**config.mk**
```make
export PLATFORM = sky130hd
export DESIGN_NAME = ps2_scancode_decoder
export DESIGN_NICKNAME = d
export VERILOG_FILES = /design/src/rtl/ps2_pkg.sv /design/src/rtl/ps2_evt_fifo.sv /design/src/rtl/ps2_scancode_decoder.sv
export SDC_FILE = /design/constraint.sdc
export NUM_CORES = 1
export LEC_CHECK = 0
export BUFFER_PORTS_ARGS = -buffer_cell sky130_fd_sc_hd__buf_4
export CAP_MARGIN = 40
export CORE_MARGIN = 3
export CORE_UTILIZATION = 60
export DETAILED_ROUTE_END_ITERATION = 8
export GPL_TIMING_DRIVEN = 0
export HOLD_SLACK_MARGIN = 0.06
export PLACE_DENSITY = 0.81
export SYNTH_ARGS = -nofsm -noshare
export SYNTH_HDL_FRONTEND = slang
export SYNTH_SLANG_ARGS = --single-unit
```
**constraint.sdc**
```tcl
create_clock -name clk -period 2.99 [get_ports clk]
set_clock_uncertainty 0.15 [all_clocks]
set_input_delay 0.4485 -clock clk [delete_from_list [all_inputs] [get_ports clk]]
set_output_delay 0.4485 -clock clk [all_outputs]
set_load 0.01 [all_outputs]
```
**src/rtl/ps2_pkg.sv**
```systemverilog
`default_nettype none
// ============================================================================
// ps2_pkg : Set-2 scan-code constants, decoder states and event record layout
// Rev 1.0
// ============================================================================
package ps2_pkg;

   localparam logic [7:0] PS2_EXT      = 8'hE0;
   localparam logic [7:0] PS2_BRK      = 8'hF0;
   localparam logic [7:0] PS2_PAUSE    = 8'hE1;
   localparam logic [7:0] PS2_BAT_OK   = 8'hAA;
   localparam logic [7:0] PS2_ECHO     = 8'hEE;
   localparam logic [7:0] PS2_ACK      = 8'hFA;
   localparam logic [7:0] PS2_ERR0     = 8'hFC;
   localparam logic [7:0] PS2_RESEND   = 8'hFE;
   localparam logic [7:0] PS2_NULL     = 8'h00;
   localparam logic [7:0] PS2_OVERRUN  = 8'hFF;
   localparam logic [7:0] PS2_FAKE_SH0 = 8'h12;
   localparam logic [7:0] PS2_FAKE_SH1 = 8'h59;

   localparam logic [7:0] PS2_KEY_UP    = 8'h75;
   localparam logic [7:0] PS2_KEY_DOWN  = 8'h72;
   localparam logic [7:0] PS2_KEY_LEFT  = 8'h6B;
   localparam logic [7:0] PS2_KEY_RIGHT = 8'h74;
   localparam logic [7:0] PS2_KEY_SPACE = 8'h29;

   // Bytes still to come after E1 in the 8-byte Pause sequence
   localparam logic [2:0] PAUSE_TAIL = 3'd7;
   localparam int         EVT_W      = 10;

   typedef enum logic [2:0] {
      ST_IDLE    = 3'd0,
      ST_EXT     = 3'd1,
      ST_BRK     = 3'd2,
      ST_EXT_BRK = 3'd3,
      ST_SKIP    = 3'd4
   } ps2_state_e;

   typedef struct packed {
      logic       brk;
      logic       ext;
      logic [7:0] code;
   } ps2_evt_t;

   function automatic logic is_status(input logic [7:0] b);
      return (b == PS2_BAT_OK) || (b == PS2_ECHO) || (b == PS2_ACK) ||
             (b == PS2_ERR0)   || (b == PS2_RESEND);
   endfunction

   function automatic logic is_fake_shift(input logic [7:0] b);
      return (b == PS2_FAKE_SH0) || (b == PS2_FAKE_SH1);
   endfunction

endpackage
`default_nettype wire

```
**src/rtl/ps2_evt_fifo.sv**
```systemverilog
`default_nettype none
// ============================================================================
// ps2_evt_fifo : show-ahead synchronous FIFO, head read straight from storage
// Rev 1.0
// ============================================================================
module ps2_evt_fifo #(
   parameter int WIDTH = 10,
   parameter int DEPTH = 4
) (
   input  logic             clk,
   input  logic             rst_n,
   input  logic             push,
   input  logic [WIDTH-1:0] din,
   input  logic             pop,
   output logic [WIDTH-1:0] dout,
   output logic             full,
   output logic             empty
);

   localparam int AW = $clog2(DEPTH);

   logic [WIDTH-1:0] mem_q [DEPTH];
   logic [WIDTH-1:0] mem_d [DEPTH];
   logic [AW-1:0]    wr_q, wr_d, rd_q, rd_d;
   logic [AW:0]      cnt_q, cnt_d;
   logic             do_push, do_pop;

   assign full  = (cnt_q == (AW+1)'(DEPTH));
   assign empty = (cnt_q == '0);
   assign dout  = mem_q[rd_q];

   always_comb begin
      do_pop  = pop && !empty;
      // A full FIFO still accepts a write when the head leaves in the same cycle
      do_push = push && (!full || do_pop);
      mem_d   = mem_q;
      wr_d    = wr_q;
      rd_d    = rd_q;
      cnt_d   = cnt_q;
      if (do_push) begin
         mem_d[wr_q] = din;
         wr_d        = wr_q + AW'(1);
      end
      if (do_pop) begin
         rd_d = rd_q + AW'(1);
      end
      case ({do_push, do_pop})
         2'b10:   cnt_d = cnt_q + (AW+1)'(1);
         2'b01:   cnt_d = cnt_q - (AW+1)'(1);
         default: cnt_d = cnt_q;
      endcase
   end

   always_ff @(posedge clk or negedge rst_n) begin
      if (!rst_n) begin
         mem_q <= '{default: '0};
         wr_q  <= '0;
         rd_q  <= '0;
         cnt_q <= '0;
      end else begin
         mem_q <= mem_d;
         wr_q  <= wr_d;
         rd_q  <= rd_d;
         cnt_q <= cnt_d;
      end
   end

endmodule
`default_nettype wire

```
**src/rtl/ps2_scancode_decoder.sv**
```systemverilog
`default_nettype none
// ============================================================================
// ps2_scancode_decoder : Set-2 byte stream to make/break events + held jog keys
// Rev 1.0
// ============================================================================
module ps2_scancode_decoder
   import ps2_pkg::*;
#(
   parameter int TIMEOUT_CYC = 2000000,
   parameter int FIFO_DEPTH  = 4
) (
   input  logic       clk,
   input  logic       reset_n,
   input  logic       rx_done,
   input  logic [7:0] rx_byte,
   output logic       evt_valid,
   input  logic       evt_ready,
   output logic [7:0] evt_code,
   output logic       evt_ext,
   output logic       evt_break,
   output logic       key_up,
   output logic       key_down,
   output logic       key_left,
   output logic       key_right,
   output logic       key_space,
   output logic       dev_status,
   output logic       ovf,
   input  logic       ovf_clr
);

   localparam int CNT_W = (TIMEOUT_CYC > 2) ? $clog2(TIMEOUT_CYC) : 1;
   localparam logic [CNT_W-1:0] CNT_LAST = CNT_W'(TIMEOUT_CYC - 1);

   ps2_state_e       state_q, state_d;
   logic [CNT_W-1:0] cnt_q, cnt_d;
   logic [2:0]       skip_q, skip_d;
   logic [4:0]       keys_q, keys_d;
   logic             ovf_q, ovf_d;
   logic             dev_q, dev_d;
   logic             push;
   ps2_evt_t         evt_new;
   ps2_evt_t         head;
   logic             fifo_full, fifo_empty;

   always_comb begin
      state_d = state_q;
      cnt_d   = cnt_q;
      skip_d  = skip_q;
      push    = 1'b0;
      evt_new = '0;
      dev_d   = 1'b0;

      if (state_q == ST_IDLE || rx_done) begin
         cnt_d = '0;
      end else if (cnt_q == CNT_LAST) begin
         cnt_d   = '0;
         state_d = ST_IDLE;
      end else begin
         cnt_d = cnt_q + CNT_W'(1);
      end

      if (rx_done) begin
         case (state_q)
            ST_IDLE: begin
               if (rx_byte == PS2_EXT) begin
                  state_d = ST_EXT;
               end else if (rx_byte == PS2_BRK) begin
                  state_d = ST_BRK;
               end else if (rx_byte == PS2_PAUSE) begin
                  state_d = ST_SKIP;
                  skip_d  = PAUSE_TAIL;
               end else if (is_status(rx_byte)) begin
                  dev_d = 1'b1;
               end else if (rx_byte != PS2_NULL && rx_byte != PS2_OVERRUN) begin
                  push    = 1'b1;
                  evt_new = '{brk: 1'b0, ext: 1'b0, code: rx_byte};
               end
            end
            ST_EXT: begin
               if (rx_byte == PS2_BRK) begin
                  state_d = ST_EXT_BRK;
               end else begin
                  state_d = ST_IDLE;
                  push    = !is_fake_shift(rx_byte);
                  evt_new = '{brk: 1'b0, ext: 1'b1, code: rx_byte};
               end
            end
            ST_BRK: begin
               state_d = ST_IDLE;
               push    = 1'b1;
               evt_new = '{brk: 1'b1, ext: 1'b0, code: rx_byte};
            end
            ST_EXT_BRK: begin
               state_d = ST_IDLE;
               push    = !is_fake_shift(rx_byte);
               evt_new = '{brk: 1'b1, ext: 1'b1, code: rx_byte};
            end
            ST_SKIP: begin
               if (skip_q == 3'd1) begin
                  state_d = ST_IDLE;
                  skip_d  = '0;
                  push    = 1'b1;
                  evt_new = '{brk: 1'b0, ext: 1'b0, code: PS2_PAUSE};
               end else begin
                  skip_d = skip_q - 3'd1;
               end
            end
            default: state_d = ST_IDLE;
         endcase
      end
   end

   // Held keys follow decoded events whether or not the FIFO had room
   always_comb begin
      keys_d = keys_q;
      if (push) begin
         case ({evt_new.ext, evt_new.code})
            {1'b1, PS2_KEY_UP}:    keys_d[0] = !evt_new.brk;
            {1'b1, PS2_KEY_DOWN}:  keys_d[1] = !evt_new.brk;
            {1'b1, PS2_KEY_LEFT}:  keys_d[2] = !evt_new.brk;
            {1'b1, PS2_KEY_RIGHT}: keys_d[3] = !evt_new.brk;
            {1'b0, PS2_KEY_SPACE}: keys_d[4] = !evt_new.brk;
            default:               keys_d    = keys_q;
         endcase
      end
   end

   always_comb begin
      ovf_d = ovf_q;
      if (ovf_clr) begin
         ovf_d = 1'b0;
      end
      if (push && fifo_full && !evt_ready) begin
         ovf_d = 1'b1;
      end
   end

   always_ff @(posedge clk or negedge reset_n) begin
      if (!reset_n) begin
         state_q <= ST_IDLE;
         cnt_q   <= '0;
         skip_q  <= '0;
         keys_q  <= '0;
         ovf_q   <= 1'b0;
         dev_q   <= 1'b0;
      end else begin
         state_q <= state_d;
         cnt_q   <= cnt_d;
         skip_q  <= skip_d;
         keys_q  <= keys_d;
         ovf_q   <= ovf_d;
         dev_q   <= dev_d;
      end
   end

   ps2_evt_fifo #(
      .WIDTH (EVT_W),
      .DEPTH (FIFO_DEPTH)
   ) u_fifo (
      .clk   (clk),
      .rst_n (reset_n),
      .push  (push),
      .din   (evt_new),
      .pop   (evt_ready),
      .dout  (head),
      .full  (fifo_full),
      .empty (fifo_empty)
   );

   assign evt_valid  = !fifo_empty;
   assign evt_code   = head.code;
   assign evt_ext    = head.ext;
   assign evt_break  = head.brk;
   assign key_up     = keys_q[0];
   assign key_down   = keys_q[1];
   assign key_left   = keys_q[2];
   assign key_right  = keys_q[3];
   assign key_space  = keys_q[4];
   assign dev_status = dev_q;
   assign ovf        = ovf_q;

endmodule
`default_nettype wire

```
* Word level (Yosys, flattened, before mapping)
Index checks and enable logic that the tools add are counted.
Cells by class: bitwise operators 2, reductions and logical operators 30, $add $sub $neg 6, order comparisons 3, mux-type cells 49, equality and inequality tests 28
Operator list (count):
- $eq A8 B8 Y1 const B | 8
- $pmux W10 S5 | 1
- $mux W8 | 6
- $mux W21 | 2
- $bwmux W40 | 1
- $mux W10 | 4
- $eq A9 B9 Y1 const B | 4
- $mux W3 | 11
- $add A21 B1 Y21 const B | 1
- $eq A21 B21 Y1 const B | 1
- $bmux W10 S2 | 1
- $demux W10 S2 | 1
- $mux W1 | 16
- $pmux W3 S2 | 2
- $reduce_and A2 Y1 | 5
- $eq A9 B6 Y1 const B | 1
- $mux W9 | 1
- $pmux W3 S3 | 1
- $eq A8 B5 Y1 const B | 1
- $eq A8 B7 Y1 const B | 1
- $ne A8 B8 Y1 const B | 1
- $reduce_bool A8 Y1 | 1
- $logic_or A1 B1 Y1 | 7
- $eq A3 B1 Y1 const B | 2
- 19 further kinds | 38
Word-level totals: flip-flop bits (word level) 81, output and inout port bits 18, word-level logic and storage cells 135, input port bits 13

* Longest topological paths before layout
Gate-level depths: netlist of run 1.
depth in word-level cells 14, gate-level depth with buffers 13, mapped depth without buffers 12

* Cells and area by module
Synthesis of run 1 repeated with hierarchy kept, for this count alone.
Second synthesis, totals: cell total of the unflattened synthesis 377, area, all modules 4270.3 µm²
Modules (own cells, without submodules):
- ps2_evt_fifo | cells each 133, seq. area each 1176.1 µm², times used 1, area each 2137.0 µm²
- ps2_scancode_decoder | cells each 244, seq. area each 850.8 µm², times used 1, area each 2133.3 µm²

* Least setup slack after synthesis of run 1
No wires, ideal clock.
kind input to register, start point input port rx_byte[2], end point register u_fifo.cnt_q[2], arrival time 2.567 ns, buffers on the path 1, stages 12, slack 0.194 ns, data required time 2.761 ns, library setup time 0.079 ns, cells stage by stage buf_6 -> or4b_1 -> a31o_1 -> nand4b_2 -> a31oi_4 -> inv_1 -> ha_1 -> inv_1 -> fa_1 -> xor2_1 -> nor2_1 -> xor2_1
On the way: word-level cells in the longest chain between the ends 14, elaborated cells between the ends (all ways) 32, classes of those cells eq/ne (13); mux (9); reduce/logical (10)
Ends and longest elaborated chain:
- from (decl) | line ps2_scancode_decoder.sv:15 | input logic [7:0] rx_byte,
- $eq A8 B8 Y1 | line ps2_pkg.sv:46 | return (b == PS2_BAT_OK) || (b == PS2_ECHO) || (b == PS2_ACK) ||
- $logic_or A1 B1 Y1 (3 in a row) | line ps2_pkg.sv:46
- $logic_or A1 B1 Y1 | line ps2_pkg.sv:47 | (b == PS2_ERR0) || (b == PS2_RESEND);
- $mux W1 | line ps2_scancode_decoder.sv:72 | end else if (is_status(rx_byte)) begin
- $mux W1 | line ps2_scancode_decoder.sv:69 | end else if (rx_byte == PS2_PAUSE) begin
- $mux W1 | line ps2_scancode_decoder.sv:67 | end else if (rx_byte == PS2_BRK) begin
- $mux W1 | line ps2_scancode_decoder.sv:65 | if (rx_byte == PS2_EXT) begin
- $pmux W1 S5 (*) | line ps2_scancode_decoder.sv:63 | case (state_q)
- $mux W1 (*) | line ps2_scancode_decoder.sv:62 | if (rx_done) begin
- $logic_and A1 B1 Y1 (*) | line ps2_evt_fifo.sv:35 | do_push = push && (!full || do_pop);
- $eq A2 B1 Y1 / $eq A2 B2 Y1 (equally long branches) | line ps2_evt_fifo.sv:47 | case ({do_push, do_pop})
- $pmux W3 S2 / $reduce_bool A2 Y1 (equally long branches)
- to (signal assigned) | line ps2_evt_fifo.sv:64 | cnt_q <= cnt_d;
- to (decl) | line ps2_evt_fifo.sv:25 | logic [AW:0] cnt_q, cnt_d;
Mark *: on every way between the ends. The rest lies on a longest branch, timed or not. A chain may end at the register's enable or synchronous reset.

* Final worst setup path of run 1
start point input port rx_byte[1], end point register u_fifo.cnt_q[2]
Same word-level chain as after synthesis.

==> results of run 1 <==
worst max-delay path by stage:
stage	slack, ps	end	cells after the start	start
final	210	u_fifo.cnt_q[2]$_DFFE_PN0P_	13	rx_byte[1]
after global routing	40	u_fifo.cnt_q[2]$_DFFE_PN0P_	12	state_q[0]$_DFF_PN0_
after CTS	100	evt_code[7]	3	u_fifo.rd_q[0]$_DFFE_PN0P_
after detailed placement	-120	u_fifo.cnt_q[2]$_DFFE_PN0P_	13	rx_byte[1]
after global placement	-120	u_fifo.cnt_q[2]$_DFFE_PN0P_	13	rx_byte[1]
after floorplan	190	u_fifo.cnt_q[2]$_DFFE_PN0P_	12	rx_byte[2]
registers in the layout (all words and copies together) (netlist names):
register and cells:
u_fifo.rd_q 2, u_fifo.mem_q 40, dev_status 1, state_q 3, cnt_q 21, u_fifo.wr_q 2
keys_q 5, skip_q 3, ovf 1, u_fifo.cnt_q 3
timing repair:
item,4_1_cts,5_1_grt
endpoints found under the hold margin,34,0
hold buffers,1,0
setup endpoints to repair,0,5
buffers inserted,0,0
gates resized for setup,0,4
power breakdown:
part / total [mW] / internal, mW / switching [mW]
registers: 1.54 / 1.36 / 0.177
logic: 1.37 / 0.826 / 0.540
clock network: 0.914 / 0.499 / 0.415
total: 3.82 / 2.69 / 1.13
layer usage:
| metal | part of all wire | up-vias | wire, um |
|---|---|---|---|
| li1 | - | 1390 | - |
| met1 | 0.45 | 1492 | 4020 |
| met2 | 0.49 | 82 | 4340 |
| met3 | 0.047 | 16 | 420 |
| met4 | 0.015 | 0 | 133 |
| met5 | 0 | - | 0 |
cell usage in the layout (no fill, tap or decap), drive strengths merged, types with 3 or more instances in the layout:
cell	Yosys	routed
a21o	5	5
a21oi	3	3
a31oi	3	3
and2	6	6
and3	7	7
and4	6	6
buf	11	39
clkbuf	9	21
dfrtp	81	81
ha	8	8
inv	12	13
mux2	44	44
mux4	10	10
nand2	22	22
nand3	18	18
nand4	11	11
nor2	31	31
nor2b	3	3
nor3	5	5
nor3b	3	3
nor4	3	3
nor4b	6	6
o211ai	4	4
o21ai	11	11
xnor2	8	8
xor2	17	17
kinds of logic (layout without fill, tap and decap cells):
logic type,count (synthesis),count (layout),share of synthesized area
simple gates,131,131,0.167
flops,81,81,0.460
mux,54,54,0.197
compound gates,33,33,0.0536
buf+inv,32,78,0.0454
xor+xnor,25,25,0.0496
fa+ha+maj,9,9,0.0272
final cells by class:
type,instances,share of cell area
inverter,12,0.00898
multi-input combinational,252,0.437
clock buffer,11,0.0282
clock inverter,5,0.0172
timing repair buffer,30,0.0494
tap,96,0.0240
sequential,81,0.404
buffer,20,0.0312
worst max-delay path: stages:
cell      delay [ps]
buf_4            110
buf_2            170
nor4_2           430
o211ai_1         260
nand4b_2         210
a31oi_4          150
inv_1            100
ha_1             180
inv_1             60
fa_1             370
xor2_1           150
nor2_1           110
xor2_1           170
==> flow_summary.yaml, run 1 <==
outcome:
  outcome: "completed"
floorplan:
  die_w_um: 91.7
  io_pins: 31
  die_y_um: 91.7
  start_util: 0.635
  fp.coreArea_um2: 6940
  die-area_um2: 8420
  rows: 30
clock_tree:
  cts_tree: "done"
  h-tree-depth: 3
  numCtsBuffers: 9
  clock_latency_ps: 370
  cts_buffer_depth: 2
  path_clk_slew_ps: 90
  cts_root_buf: "clkbuf_8"
  clock_sinks: 81
placement:
  gp_congestion: 0.960
  pre_cts_slack_ps: -124
  dp_hpwl_mm: 6.24
  post_dp_cell_area_um2: 4770
  port-buffer-count: 28
  dp.cells: 490
sta:
  maxSlewHeadroom: 0.485
  worst_pin_slew_ps: 761
  holdWs_ps: 114
  finalCritPeriodShare: 0.931
  hold_viol: 0
  final_max_slew_viol_count: 0
  max_freq_mhz: 359
  tns_ps: 0
  setup_viol: 0
  fin_crit_ps: 2780
  setup_ws_ps: 207
  grt_setup_unrepaired: "false"
setup_path:
  cp-start-kind: "input pin"
  endpoint_kind: "register"
  cp.required_ps: 3120
  crit_fanout: 10
  reg2reg_from: "state_q[0]$_DFF_PN0_"
  r2r_slack_ps: 270
  crit_type: "in2reg"
  r2r_end: "u_fifo.cnt_q[2]$_DFFE_PN0P_"
  reg2regPathDepth: 12
  cp.arrival_ps: 2910
final_layout:
  drive_gt1_frac: 0.299
  post-route-cell-area_um2: 5010
  multi_input_area_um2: 2190
  nNetsFinal: 428
  syn_to_final_growth_pct: 13.7
  diodes: 0
  nFillCells: 493
  final-seq-area_um2: 2030
  stdcell_count: 507
  fin_util: 0.722
drt:
  first_pass_iters: 4
  drt_iter0_drc: 191
  vias_per_cell: 5.88
  wl_mm: 8.92
  drc: 0
  drtAntennaViolNets: 0
  wl_per_cell_um: 17.6
  vias: 2980
grt:
  grt_pass1_vias: 3132
  grtUsageMet1: 0.326
  met2_usage: 0.384
  use_met3: 0.0558
  grt_remaining_overflow: 0
  groute.usage.overall: 0.238
  grt_max_degree: 48
  busiest_layer: "met2"
  grt_pass1_wl_mm: 15.8
  grt_antenna_before_repair: 0
logic_synthesis:
  yosys.cell_count.top_type: "dfrtp_1"
  synth_edf_count: 0
  yosysSeqAreaShare: 0.460
  synth_warnings: 0
  synth.top_cells.by_area: "dfrtp_1 46%, mux2_4 14%, mux4_2 5.1%"
  postSynthCellCount: 365
  synth_area_um2: 4410
  synth-seq-cells: 81
  syn_nets: 387
  yosysUniqueCellTypes: 52
  yosys-top-cells-count: "81 x dfrtp_1, 40 x mux2_4, 30 x nor2_1"
  synth_area_leader_cell: "dfrtp_1"
  yosysTopAreaCellShare: 0.460
  synth-async-reset-ratio: 1.00
  synth_ff_type: "dfrtp_1"
  syn_avg_cell_area_um2: 12.1
power_and_ir_drop:
  vdd_ir_drop_max_v: 0.000351
  finalPower_mw: 3.82
  leakage_nw: 2.25
  p_per_area_nw_per_um2: 762
worst_hold_path:
  hold-path-endpoint: "ovf$_DFFE_PN0P_"
  min_path_cells: 2
  min_path_type: "in2reg"
  min_from: "ovf_clr"
job:
  maxCapViolations: 0
No activity file was read; power rests on OpenSTA's default activity.
==> run 2, diff against run 1 <==
- PLACE_DENSITY: 0.81 -> 0.79
==> run 2 against run 1 <==
Wire length is 1.2% lower. Die area stayed put. Clock-buffer cell count stayed put. Largest power group unchanged. Final cell count stayed put. Sequential power hardly changed. Non-clock buffer count stayed put. Total power is 0.70% higher. Global-route usage is 1.3 points lower. Worst hold slack better by 23 ps. Via count is 0.70% lower. Clock power is 3.4% higher. Combinational power hardly changed.
==> flow_summary.yaml, run 2 (synthesis results as in run 1) <==
outcome:
  outcome: "completed"
floorplan:
  die_y_um: 91.7
  die-area_um2: 8420
  rows: 30
  io_pins: 31
  start_util: 0.635
  die_w_um: 91.7
  fp.coreArea_um2: 6940
power_and_ir_drop:
  p_per_area_nw_per_um2: 766
  finalPower_mw: 3.85
  leakage_nw: 2.25
  vdd_ir_drop_max_v: 0.000342
final_layout:
  drive_gt1_frac: 0.294
  post-route-cell-area_um2: 5020
  syn_to_final_growth_pct: 13.8
  nFillCells: 483
  nNetsFinal: 428
  final_cell_mix: "81 x dfrtp_1, 40 x mux2_4, 30 x nor2_1"
  final_common_cell: "dfrtp_1"
  diodes: 0
  top_register: "u_fifo.mem_q"
  largest_reg_flops: 40
  final-seq-area_um2: 2030
  multi_input_area_um2: 2190
  reg_top3: "u_fifo.mem_q x40, cnt_q x21, keys_q x5"
clock_tree:
  post_cts_buffers: 0
  cts_tree: "done"
  clock_latency_ps: 340
  cts_root_buf: "clkbuf_8"
  numCtsBuffers: 9
  cts_buffer_depth: 2
  clock_sinks: 81
  path_clk_slew_ps: 80
  h-tree-depth: 3
sta:
  finalCritPeriodShare: 0.941
  holdWs_ps: 137
  fin_crit_ps: 2810
  final_max_slew_viol_count: 0
  grt_setup_unrepaired: "false"
  hold_viol: 0
  maxSlewHeadroom: 0.429
  setup_viol: 0
  worst_pin_slew_ps: 856
  max_freq_mhz: 355
worst_hold_path:
  min_path_type: "in2reg"
drt:
  drtAntennaViolNets: 0
  first_pass_iters: 4
  vias_per_cell: 5.84
  wl_mm: 8.81
  vias: 2959
  wl_per_cell_um: 17.4
  drt_iter0_drc: 124
  drc: 0
placement:
  dp_hpwl_mm: 6.06
  gp_congestion: 0.895
  post_dp_cell_area_um2: 4770
  port-buffer-count: 28
grt:
  grt_pass1_wl_mm: 15.1
  use_met3: 0.0427
  grt_remaining_overflow: 0
  grtUsageMet1: 0.297
  met2_usage: 0.385
  busiest_layer: "met2"
  grt_max_degree: 70
  grt_antenna_before_repair: 0
  groute.usage.overall: 0.226
  grt_pass1_vias: 3076
setup_path:
  endpoint_kind: "output port"
  crit_fanout: 10
  cp.required_ps: 2390
  crit_type: "reg2out"
  cp.arrival_ps: 2210
  cp-start-kind: "register"
job:
  maxCapViolations: 0
==> run 2: cell count changes in the layout (fill, tap and decap cells not counted), sizes merged <==
cell / change
buf: +1
bufinv: +1
clkbuf: -1
inv: -1
==> run 2: cell type report <==
class                           count  share of cell area
Buffer                             20              0.0309
Clock inverter                      5              0.0207
Sequential cell                    81               0.404
Timing Repair Buffer               30              0.0493
Inverter                           12             0.00897
Clock buffer                       11              0.0262
Multi-Input combinational cell    252               0.436
Tap cell                           96              0.0239
==> run 2: path summary, 6_finish.rpt <==
path / start / end / slack [ps] / cells after the start
worst max-delay path: u_fifo.rd_q[0]$_DFFE_PN0P_ / evt_code[7] / 180 / 3
worst min-delay path: ovf_clr / ovf$_DFFE_PN0P_ / 140 / 2
worst max register to register: skip_q[1]$_DFFE_PN0P_ / keys_q[4]$_DFFE_PN0P_ / 220 / 9
worst min register to register: u_fifo.cnt_q[2]$_DFFE_PN0P_ / u_fifo.cnt_q[2]$_DFFE_PN0P_ / 330 / 1
max in group asynchronous: reset_n / skip_q[2]$_DFFE_PN0P_ / 1760 / 3
min in group asynchronous: reset_n / u_fifo.mem_q[38]$_DFFE_PN0P_ / 340 / 2
==> run 2: what timing repair did <==
item,in CTS,in global routing
endpoints found under the setup margin,0,2
hold buffers,1,0
hold endpoints to repair,12,0
resized for setup,0,2
==> run 2: where the power goes <==
part	switching, mW	internal, mW	total [mW]
logic	0.541	0.828	1.37
clock network	0.389	0.556	0.945
registers	0.170	1.36	1.53
==> run 2: metal layers <==
metal  up-vias  wire (um)
met1      1498       3810
met5         -          0
met4         0         90
li1       1389          -
met2        63       4620
met3         9        282
==> run 2: stage by stage <==
step | setup TNS (ps) | instances | util | setup WS, ps
after floorplan | 0 | 365 | - | 194
after global placement | -79.1 | 489 | 0.683 | -79.1
after detailed placement | -148 | 490 | 0.687 | -148
after CTS | 0 | 507 | 0.722 | 134
after global routing | 0 | 507 | 0.723 | 15.7
final | 0 | 507 | 0.723 | 177
==> run 2: critical path: stages, from the launching register on <==
cell	delay (ps)
dfrtp_1	430
buf_1	670
mux4_2	610
buf_4	160
==> run 3, diff against run 2 <==
- CORE_UTILIZATION: 60 -> 30
- PLACE_DENSITY: 0.79 -> default
==> run 3 against run 2 <==
Total power up 4.9%. Critical path depth up 7. Combinational power about the same. Clock-buffer cell count down 2. Critical endpoint is now u_fifo.cnt_q[1]$_DFFE_PN0P_. Largest power group unchanged.
==> flow_summary.yaml, run 3 (synthesis results as in run 1) <==
outcome:
  outcome: "completed"
drt:
  drtAntennaViolNets: 0
  first_pass_iters: 4
  route.top_layer_used: "met4"
  wl_per_cell_um: 15.7
  drc: 0
  wl_mm: 9.32
  vias_per_cell: 4.95
  drt-met1-wl_mm: 4.43
  vias: 2929
  route.met2.wl_mm: 4.44
  drt_iter0_drc: 189
  wl_met3_um: 388
setup_path:
  r2r_slack_ps: 220
  endpoint_kind: "register"
  crit_chain: "clkbuf_1 > nor2b_1 > nand2_1 > nand4b_2 > a31oi_4 > inv_1 > ha_1 > inv_1 > fa_1 > o21ai_0"
  crit_fanout: 10
  crit_type: "reg2reg"
  reg2reg_from: "state_q[2]$_DFF_PN0_"
  reg2regPathDepth: 10
  cpPeakStageDelay_ps: 400
  cp.arrival_ps: 2860
  cp_num_buf_inv: 3
  cp_common_cell: "inv_1"
  cp_slowest_cell: "fa_1"
  path_delay_family: "simple AND/OR/NAND/NOR gates"
  r2r_end: "u_fifo.cnt_q[1]$_DFFE_PN0P_"
  cp.required_ps: 3090
  cp-start-kind: "register"
sta:
  worst_pin_slew_ps: 757
  setup_viol: 0
  hold_viol: 0
  max_freq_mhz: 362
  finalCritPeriodShare: 0.925
  fin_crit_ps: 2770
  grt_setup_unrepaired: "false"
  final_max_slew_viol_count: 0
  tns_ps: 0
  maxSlewHeadroom: 0.488
placement:
  dp_hpwl_mm: 6.63
  gp_congestion: 0.838
  port-buffer-count: 28
  post_dp_cell_area_um2: 4880
  dp.cells: 575
grt:
  grt_pass1_wl_mm: 15.9
  grt_antenna_before_repair: 0
  grt_remaining_overflow: 0
  groute.usage.overall: 0.122
  grt_max_degree: 53
  grt_pass1_vias: 3049
clock_tree:
  h-tree-depth: 3
  clock_latency_ps: 340
  cts_tree: "done"
  cts_root_buf: "clkbuf_16"
  cts_buffer_depth: 2
  numCtsBuffers: 9
  clock_sinks: 81
  path_clk_slew_ps: 60
final_layout:
  diodes: 0
  final_cell_mix: "81 x dfrtp_1, 40 x mux2_4, 30 x nor2_1"
  syn_to_final_growth_pct: 18.3
  fin_util: 0.369
  post-route-cell-area_um2: 5220
  reg_top3: "u_fifo.mem_q x40, cnt_q x21, keys_q x5"
  final-seq-area_um2: 2030
  nNetsFinal: 429
  largest_reg_flops: 40
  multi_input_area_um2: 2200
  stdcell_count: 592
  drive_gt1_frac: 0.301
  nFillCells: 1394
  final_common_cell: "dfrtp_1"
  top_register: "u_fifo.mem_q"
worst_hold_path:
  min_from: "ovf_clr"
  hold-path-endpoint: "ovf$_DFFE_PN0P_"
  min_path_type: "in2reg"
  min_path_cells: 2
floorplan:
  start_util: 0.312
  fp.coreArea_um2: 14100
  die-area_um2: 16200
  rows: 43
  die_y_um: 127
  io_pins: 31
  die_w_um: 127
power_and_ir_drop:
  vdd_ir_drop_max_v: 0.000331
  leakage_nw: 2.29
  p_per_area_nw_per_um2: 773
job:
  maxCapViolations: 0
[run 3: worst register-to-register path, cell delays in order (launching register included)]
cell and delay [ps]:
dfrtp_1 370, clkbuf_1 210, nor2b_1 270, nand2_1 120, nand4b_2 270, a31oi_4 330
inv_1 80, ha_1 210, inv_1 70, fa_1 400, o21ai_0 180
[run 3: where the power goes]
part	total, mW	internal (mW)	leakage (nW)	switching (mW)
clock	1.12	0.654	0.150	0.469
combinational	1.38	0.840	1.07	0.542
sequential	1.53	1.36	1.07	0.167
[run 3: per-stage QoR]
step                worst slack [ps]  hold slack [ps]  power (mW)
finish                           224              151        4.04
global route                    4.31              181        4.27
CTS                              133              142        4.09
detailed placement              -134              268        2.94
global placement                -115              315        2.87
floorplan                        194             2.91        2.52
[run 3: final cells by class]
type	instances	share of cell area
Buffer	20	0.0297
Clock buffer	9	0.0432
Clock inverter	7	0.0151
Inverter	12	0.00863
Multi-Input combinational cell	252	0.422
Sequential cell	81	0.388
Tap cell	180	0.0432
Timing Repair Buffer	31	0.0496
[run 3: how the worst max path moves through the flow]
stage / startpoint / end / slack [ps] / cells after the start
floorplan: rx_byte[2] / u_fifo.cnt_q[2]$_DFFE_PN0P_ / 190 / 12
global placement: rx_byte[1] / u_fifo.cnt_q[2]$_DFFE_PN0P_ / -110 / 13
detailed placement: rx_byte[1] / u_fifo.cnt_q[2]$_DFFE_PN0P_ / -130 / 13
CTS: state_q[2]$_DFF_PN0_ / keys_q[1]$_DFFE_PN0P_ / 130 / 7
global route: state_q[2]$_DFF_PN0_ / keys_q[1]$_DFFE_PN0P_ / 4 / 7
finish: state_q[2]$_DFF_PN0_ / u_fifo.cnt_q[1]$_DFFE_PN0P_ / 220 / 10
[run 3: repair_timing]
| action | 4_1_cts | 5_1_grt |
|---|---|---|
| endpoints found under the setup margin | 0 | 3 |
| setup buffers | 0 | 0 |
| hold endpoints to repair | 29 | 0 |
| hold buffers | 1 | 0 |
| resized for setup | 0 | 3 |
[run 3: layer usage]
metal / track usage / vias to the layer above
li1: - / 1396
met1: 0.161 / 1481
met2: 0.201 / 46
met3: 0.0305 / 6
met4: 0.0303 / 0
met5: 0 / -
